File: config.mk
export PLATFORM = sky130hd
export DESIGN_NAME = lane_serializer
export DESIGN_NICKNAME = d
export VERILOG_FILES = /design/src/rtl/serializer_pkg.sv /design/src/rtl/lane_serializer.sv
export SDC_FILE = /design/constraint.sdc
export NUM_CORES = 1
export LEC_CHECK = 0
export CORE_ASPECT_RATIO = 1.2
export CORE_MARGIN = 1
export CORE_UTILIZATION = 45
export CTS_CLUSTER_SIZE = 25
export DETAILED_ROUTE_END_ITERATION = 10
export PLACE_DENSITY = 0.73
export SYNTH_ARGS = -nofsm -noshare
export SYNTH_HDL_FRONTEND = slang
export SYNTH_SLANG_ARGS = --single-unit
File: constraint.sdc
create_clock -name clk -period 2.4 [get_ports clk]
set_input_delay 0.24 -clock clk [delete_from_list [all_inputs] [get_ports clk]]
set_output_delay 0.24 -clock clk [all_outputs]
set_load 0.03 [all_outputs]
File: src/rtl/serializer_pkg.sv
// -----------------------------------------------------------------------------
// serializer_pkg
//   Shared types and helpers for lane_serializer and anything that needs to
//   size a lane index the same way.
//   - state_e : serializer FSM states (2-bit)
//   - lane_w  : lane-index width for a given lane count, clog2 with a floor of 1
//               so a single-lane build still has a 1-bit index port
// -----------------------------------------------------------------------------
package serializer_pkg;

   typedef enum logic [1:0] {
      IDLE  = 2'd0,
      FETCH = 2'd1,
      LOAD  = 2'd2,
      SEND  = 2'd3
   } state_e;

   function automatic int lane_w(input int n);
      return (n <= 2) ? 1 : $clog2(n);
   endfunction

endpackage

File: src/rtl/lane_serializer.sv
// -----------------------------------------------------------------------------
// lane_serializer
//   Takes one row of IN_NUM signed lanes from a parallel source and emits the
//   lanes one per beat on a valid/ready stream, lane 0 first. The upstream
//   source is advanced with a one-cycle srcEn pulse, exactly once per row.
//
//   Ports
//     clk       system clock
//     rst       synchronous active-high reset
//     en        run enable; gates new row fetches only
//     srcEn     fetch pulse to the upstream source (registered)
//     dataIn    IN_NUM x WIDTH signed row, stable while srcEn is low
//     dataOut   serialized sample (registered)
//     outValid  dataOut valid (registered)
//     outReady  downstream accepts the current beat
//     laneIdx   lane index of dataOut (registered)
//     lastLane  set with the beat carrying lane IN_NUM-1 (registered)
//
//   Row cycle: IDLE -> FETCH (srcEn) -> LOAD (capture dataIn) -> SEND (IN_NUM
//   beats) -> FETCH/IDLE. With outReady held high a row takes IN_NUM+2 cycles.
// -----------------------------------------------------------------------------
module lane_serializer
   import serializer_pkg::*;
#(
   parameter  int WIDTH  = 16,
   parameter  int IN_NUM = 8,
   localparam int LANE_W = lane_w(IN_NUM)
) (
   input  logic                                  clk,
   input  logic                                  rst,
   input  logic                                  en,
   output logic                                  srcEn,
   input  logic signed [IN_NUM-1:0][WIDTH-1:0]   dataIn,
   output logic signed [WIDTH-1:0]               dataOut,
   output logic                                  outValid,
   input  logic                                  outReady,
   output logic        [LANE_W-1:0]              laneIdx,
   output logic                                  lastLane
);

   localparam logic [LANE_W-1:0] LAST_LANE = LANE_W'(IN_NUM - 1);

   state_e                        state_q,     state_d;
   logic [LANE_W-1:0]             lane_q,      lane_d;
   logic [IN_NUM-1:0][WIDTH-1:0]  row_q,       row_d;
   logic                          src_en_q,    src_en_d;
   logic                          out_valid_q, out_valid_d;
   logic [WIDTH-1:0]              data_out_q,  data_out_d;
   logic [LANE_W-1:0]             lane_idx_q,  lane_idx_d;
   logic                          last_lane_q, last_lane_d;
   logic [LANE_W-1:0]             lane_nxt;

   // Every output is computed one cycle ahead so it can be registered: the
   // value written on a state transition is what the new state presents.
   always_comb begin
      state_d     = state_q;
      lane_d      = lane_q;
      row_d       = row_q;
      src_en_d    = 1'b0;
      out_valid_d = out_valid_q;
      data_out_d  = data_out_q;
      lane_idx_d  = lane_idx_q;
      last_lane_d = last_lane_q;
      lane_nxt    = lane_q + LANE_W'(1);

      case (state_q)
         IDLE: begin
            if (en) begin
               state_d  = FETCH;
               src_en_d = 1'b1;
            end
         end

         // srcEn is high during FETCH; the source updates on the edge that
         // ends it, so dataIn is only trusted one cycle later in LOAD.
         FETCH: state_d = LOAD;

         LOAD: begin
            row_d       = dataIn;
            lane_d      = '0;
            state_d     = SEND;
            out_valid_d = 1'b1;
            data_out_d  = dataIn[0];
            lane_idx_d  = '0;
            last_lane_d = (IN_NUM == 1);
         end

         SEND: begin
            // outValid is always high in SEND, so outReady alone marks a beat.
            if (outReady) begin
               if (lane_q == LAST_LANE) begin
                  lane_d      = '0;
                  out_valid_d = 1'b0;
                  data_out_d  = '0;
                  lane_idx_d  = '0;
                  last_lane_d = 1'b0;
                  // en only matters at row boundaries: a drop mid-row lets
                  // the row finish, and the fetch decision is made here.
                  if (en) begin
                     state_d  = FETCH;
                     src_en_d = 1'b1;
                  end else begin
                     state_d  = IDLE;
                  end
               end else begin
                  lane_d      = lane_nxt;
                  data_out_d  = row_q[lane_nxt];
                  lane_idx_d  = lane_nxt;
                  last_lane_d = (lane_nxt == LAST_LANE);
               end
            end
         end

         default: state_d = IDLE;
      endcase
   end

   always_ff @(posedge clk) begin
      if (rst) begin
         state_q     <= IDLE;
         lane_q      <= '0;
         row_q       <= '0;
         src_en_q    <= 1'b0;
         out_valid_q <= 1'b0;
         data_out_q  <= '0;
         lane_idx_q  <= '0;
         last_lane_q <= 1'b0;
      end else begin
         state_q     <= state_d;
         lane_q      <= lane_d;
         row_q       <= row_d;
         src_en_q    <= src_en_d;
         out_valid_q <= out_valid_d;
         data_out_q  <= data_out_d;
         lane_idx_q  <= lane_idx_d;
         last_lane_q <= last_lane_d;
      end
   end

   assign srcEn    = src_en_q;
   assign outValid = out_valid_q;
   assign dataOut  = data_out_q;
   assign laneIdx  = lane_idx_q;
   assign lastLane = last_lane_q;

endmodule
**Yosys cells after proc, flatten, opt, wreduce, memory -nomap -nowiden**

Index checks and enable logic that the tools add are counted.

- Logic and storage cells: 52
- RAM bits: 0
- Memory bits (read-only): 0
- Latch bits: 0
- Register bits after elaboration: 152
- Memories kept: 0

- Multipliers: 0
- Eq/ne operators: 8
- Shift operators: 0
- Bitwise operators: 0
- Add/subtract/negate cells: 1
- Div/mod/pow operators: 0
- Reduce and logical (&&, ||, !) cells: 5
- Muxes and demuxes: 23
- Order comparisons: 1

Operator list:

| kind | count |
|---|---|
| 16-bit binary-select mux with 3-bit select | 1 |
| 16-bit two-way mux | 3 |
| 16-bit one-hot mux with 2 select lines | 1 |
| 1-bit two-way mux | 8 |
| 2-bit one-hot mux with 4 select lines | 1 |
| 3-bit == test, second input constant | 2 |
| 2-bit two-way mux | 3 |
| 3-bit two-way mux | 2 |
| 2-bit inequality test, second input constant | 3 |
| 1-bit one-hot mux with 2 select lines | 3 |
| 3-bit one-hot mux with 2 select lines | 1 |
| 3-bit AND reduction | 2 |
| 2-bit == test, second input constant | 2 |
| 3-bit by 4-bit less-than comparator with 1-bit output, second input constant | 1 |
| 3-bit by 1-bit adder with 3-bit output, second input constant | 1 |
| 2-bit by 1-bit == test with 1-bit output, second input constant | 1 |
| 2-bit logical NOT | 1 |
| 2-bit AND reduction | 1 |
| 2-bit nonzero test | 1 |

**Longest topological paths before layout**

- Depth after elaboration: 6
- Mapped depth: 11

**Worst setup path after synthesis**

No wires, ideal clock.

- Path type: register to register
- Start: register laneIdx[0] (netlist name)
- End: register data_out_q[14], in the netlist dataOut[14]
- Data required time: 2.266 ns
- Cell stages (with the launch flop): 11
- Buffers on the path: 4
- Library setup time: 0.134 ns
- Arrival time: 2.077 ns
- Path slack: 0.190 ns
- Path through: dfxtp_1 buf_6 buf_8 buf_6 inv_1 ha_1 nor2_1 buf_2 a22oi_1 nand2_1 o22ai_1

RTL lines:

| item | RTL line | RTL |
|---|---|---|
| end signal: assignment | lane_serializer.sv:134 | `data_out_q <= data_out_d;` |
| end: declaration | lane_serializer.sv:48 | `logic [WIDTH-1:0] data_out_q, data_out_d;` |

**Final worst setup path**

- Start: register lane_idx_q[0], in the netlist laneIdx[0]
- End: output laneIdx[0]

RTL lines:

| item | RTL line | RTL |
|---|---|---|
| start: declaration | lane_serializer.sv:49 | `logic [LANE_W-1:0] lane_idx_q, lane_idx_d;` |
| start signal: assignment | lane_serializer.sv:135 | `lane_idx_q <= lane_idx_d;` |
| end: declaration | lane_serializer.sv:37 | `output logic [LANE_W-1:0] laneIdx,` |

No word-level cell between the ends.

==> impl_results.md <==
* Status: finished, final reports clean
* Worst setup slack after placement at -0.08430 ns
* Count of unresolved DRC violations after routing at 0
* Arrival time of data at the critical path endpoint at 2.08 ns
* Placer congestion estimate at 0.8141
* Worst ir drop on vdd at 697.6 uV
* Area contributors post-synth: sky130_fd_sc_hd__dfxtp_1 (46%), sky130_fd_sc_hd__mux2i_1 (29%), sky130_fd_sc_hd__nor2_1 (7.7%)
* Sequential area share after synthesis at 0.4617
* Antenna fix cells at 0
* Mean number of vias per cell at 5.536
* Top flip-flop cell by instance count after synthesis: sky130_fd_sc_hd__dfxtp_1
* DRC violation total after the first TritonRoute iteration at 353
* Flip-flop and latch count after synthesis at 152
* Capturing point of the worst reg2reg path: dataOut[2]
* Relative area change from synthesis to final layout at 32.00%
* Die boundary width at 112.5 um
* Synthesis Warnings at 0
* Tcrit/Tclk final at 0.9675
* Start-to-end type of the worst setup path: flip-flop to primary output
* Worst-margin pin slew at 0.7105 ns
* Placed cell areas at 8118 um2
* Post-DR wirelength/cell at 18.67 um
* Largest area contributor in the netlist: sky130_fd_sc_hd__dfxtp_1
* Remaining antenna violation count after routing at 0
* Final setup TNS at 0 ns
* Routed Wire Length at 17980 um
* Effective utilization at floorplan at 0.4592
* Root buf cell: sky130_fd_sc_hd__clkbuf_16
* Via count of the first global-routing pass at 5204
* Required time worst endpoint at 2.16 ns
* Unrepaired setup endpoints after global routing: false
* Worst Setup Start Kind: flip-flop
* Worst hold endpoint: lastLane
* Standard cell core area at 14350 um2
* Setup Viol. Count Final at 0
* Kind of capture point of the worst setup path: primary output
* H-tree levels at 4
* Die extent in y at 134.6 um
* Proportion of power drawn by the clock network at 0.290
* Mapped cell area at 6591 um2
* Yosys top cell area share at 0.4617
* # fillers at 1176
* Number of nets in the synthesized netlist at 788
* Initial antenna violation count at 0
* Maximum fanout along the worst path at 48
* Detail Placement HPWL at 12700 um
* Pin count of the biggest net entering global routing at 153
* Post-Synthesis Cells at 649
* Fin. max-slew vios at 0
* Longest individual stage delay on the worst path at 0.79 ns
* Reported net switching power at 2.903 mW
* Clock sink total at 152
* Tmin final at 2.322 ns
* Depth of the worst hold-timing path at 3
* Clock insertion delay at the later pin of the skew report at 0.42 ns
* Part of the total power dissipated in sequential elements at 0.379
* Post-route clock skew at 0.005973 ns
* Site row count at 48
* Power density relative to cell area at 1026 nW/um2
* Min-delay src: rst
* Number of distinct library cells after synthesis at 29
* Vias at 5331
* Fin nets at 914
* Highest achievable clock rate at 430.7 MHz
* Number of synthesized flops with an enable pin at 0
* Clk slew on worst S/H paths at 0.06 ns
* Worst-path cell with the longest stage delay: sky130_fd_sc_hd__clkdlybuf4s50_1
* Number of iterations in the first detailed-routing pass at 6
* Worst reg2reg path depth at 6
* TritonCTS clock tree: done
* Min-delay worst type: input port to flip-flop
* Static Leak at 2.979 nW
* Cell Count, Final, Fillers Out at 963
* Remaining Overflow, GRT at 0
* Max Root-Sink Buffers at 2
* Synthesized area divided by synthesized cell count at 10.16 um2
* Worst r2r src: laneIdx[0]
* Max Cap Violations at 0
* Count of boundary I/O pins at 154
* Worst max-slew margin expressed relative to the limit at 0.5242
* Crit path cell chain: buf_6, clkdlybuf4s50_1
* Overall die area at 15140 um2
* Fraction of layout cells with a size suffix above 1 at 0.05711
* Fraction of power spent switching nets at 0.3251
* Post-layout total power at 8.929 mW
* Register-to-Register Setup Slack at 0.26 ns
* Setup slack after layout at 0.07803 ns
* Cell-internal power at 6.026 mW
* Share of the core filled with cells in the final layout at 0.6062
* Final worst hold slack at 0.3868 ns
* Total non-filler cell area in the finished layout at 8701 um2
* TritonCTS buffer count at 17
* FFs w/ async S/R, synth at 0
* I/O Buffers at 153
* Number of placed instances, taps included at 931
* Global routing usage summed across all routing layers at 0.2380
* Final-report hold violation count at 0
* Comb pwr share at 0.330
* First-pass GRT wire length at 27340 um
power by group through the flow:
stage / Sequential (mW) / Combinational, mW / Clock [mW]
CTS: 3.38 / 2.95 / 2.61
finish: 3.39 / 2.95 / 2.59
detailed placement: 3.43 / 2.92 / 0
global route: 3.44 / 3.16 / 2.75
floorplan: 3.47 / 2.05 / 0
global placement: 3.40 / 2.86 / 0
metal layers:
layer  global-route usage  vias up  routed length, um
met5                    0        -                  0
met4               0.1207        0                668
met3              0.05566       50               1012
met2               0.4151      209               9063
met1               0.2730     2536               7230
li1                     -     2536                  -
cells by family (layout without fill, tap and decap cells):
family / after synthesis / after routing / synth area share
fa+ha+maj: 7 / 7 / 0.01329
compound gates: 74 / 74 / 0.08049
buf+inv: 59 / 198 / 0.05239
flops: 152 / 152 / 0.4617
mux: 194 / 194 / 0.2946
simple gates: 163 / 163 / 0.09757
sequential cells by signal, summed over array words and instances (netlist names):
signal and count:
dataOut 16, state_q 2, laneIdx 3, lastLane 1, outValid 1, srcEn 1
row_q 128
worst max-delay path, delay by kind of cell, from the launching register on:
family	cells	cell delay, ns
buffers and inverters	2	1.26
DFF	1	0.36
what timing repair did:
action,CTS,global route
hold buffers,0,0
resized for setup,2,1
endpoints found under the setup margin,17,16
buffers inserted,0,0
Yosys cell counts (2+ instances only):
| master | number |
|---|---|
| sky130_fd_sc_hd__mux2i_1 | 194 |
| sky130_fd_sc_hd__dfxtp_1 | 152 |
| sky130_fd_sc_hd__nor2b_1 | 2 |
| sky130_fd_sc_hd__inv_1 | 5 |
| sky130_fd_sc_hd__a22oi_1 | 48 |
| sky130_fd_sc_hd__a2111oi_0 | 2 |
| sky130_fd_sc_hd__clkbuf_2 | 2 |
| sky130_fd_sc_hd__or3_1 | 2 |
| sky130_fd_sc_hd__clkbuf_1 | 18 |
| sky130_fd_sc_hd__nand2_1 | 18 |
| sky130_fd_sc_hd__ha_1 | 7 |
| sky130_fd_sc_hd__buf_6 | 6 |
| sky130_fd_sc_hd__nor2_1 | 135 |
| sky130_fd_sc_hd__o22ai_1 | 16 |
| sky130_fd_sc_hd__buf_4 | 5 |
| sky130_fd_sc_hd__buf_8 | 3 |
| sky130_fd_sc_hd__a21oi_1 | 4 |
| sky130_fd_sc_hd__buf_2 | 19 |
worst max-delay path by stage:
| stage | from | endpoint | slack [ns] |
|---|---|---|---|
| after global routing | laneIdx[0] | laneIdx[0] | 0.02 |
| after detailed placement | laneIdx[0] | dataOut[2] | -0.08 |
| after floorplan | laneIdx[0] | dataOut[14] | 0.19 |
| final | laneIdx[0] | laneIdx[0] | 0.08 |
| after global placement | laneIdx[0] | dataOut[6] | 0.11 |
| after CTS | laneIdx[0] | laneIdx[0] | 0.07 |
cells in the final DEF, fill, tap and decap left out, types with 5 or more instances in the layout:
master                            instances
sky130_fd_sc_hd__inv_1                    5
sky130_fd_sc_hd__ha_1                     6
sky130_fd_sc_hd__clkbuf_16               17
sky130_fd_sc_hd__nor2_1                 134
sky130_fd_sc_hd__nand2_1                 18
sky130_fd_sc_hd__buf_4                    6
sky130_fd_sc_hd__a22oi_1                 48
sky130_fd_sc_hd__o22ai_1                 16
sky130_fd_sc_hd__mux2i_1                193
sky130_fd_sc_hd__clkdlybuf4s50_1        152
sky130_fd_sc_hd__dfxtp_1                151
cell type report:
cell class / instances / area [um2] / share of cell area
clock buffer: 21 / 450.4 / 0.05177
clock inverter: 11 / 123.9 / 0.01424
inverter: 5 / 18.77 / 0.002157
multi-input combinational: 438 / 3224 / 0.3706
sequential: 152 / 3047 / 0.3502
tap: 175 / 219.0 / 0.02517
timing repair buffer: 161 / 1618 / 0.1859
Note: power is estimated with default switching activity, not from simulation.
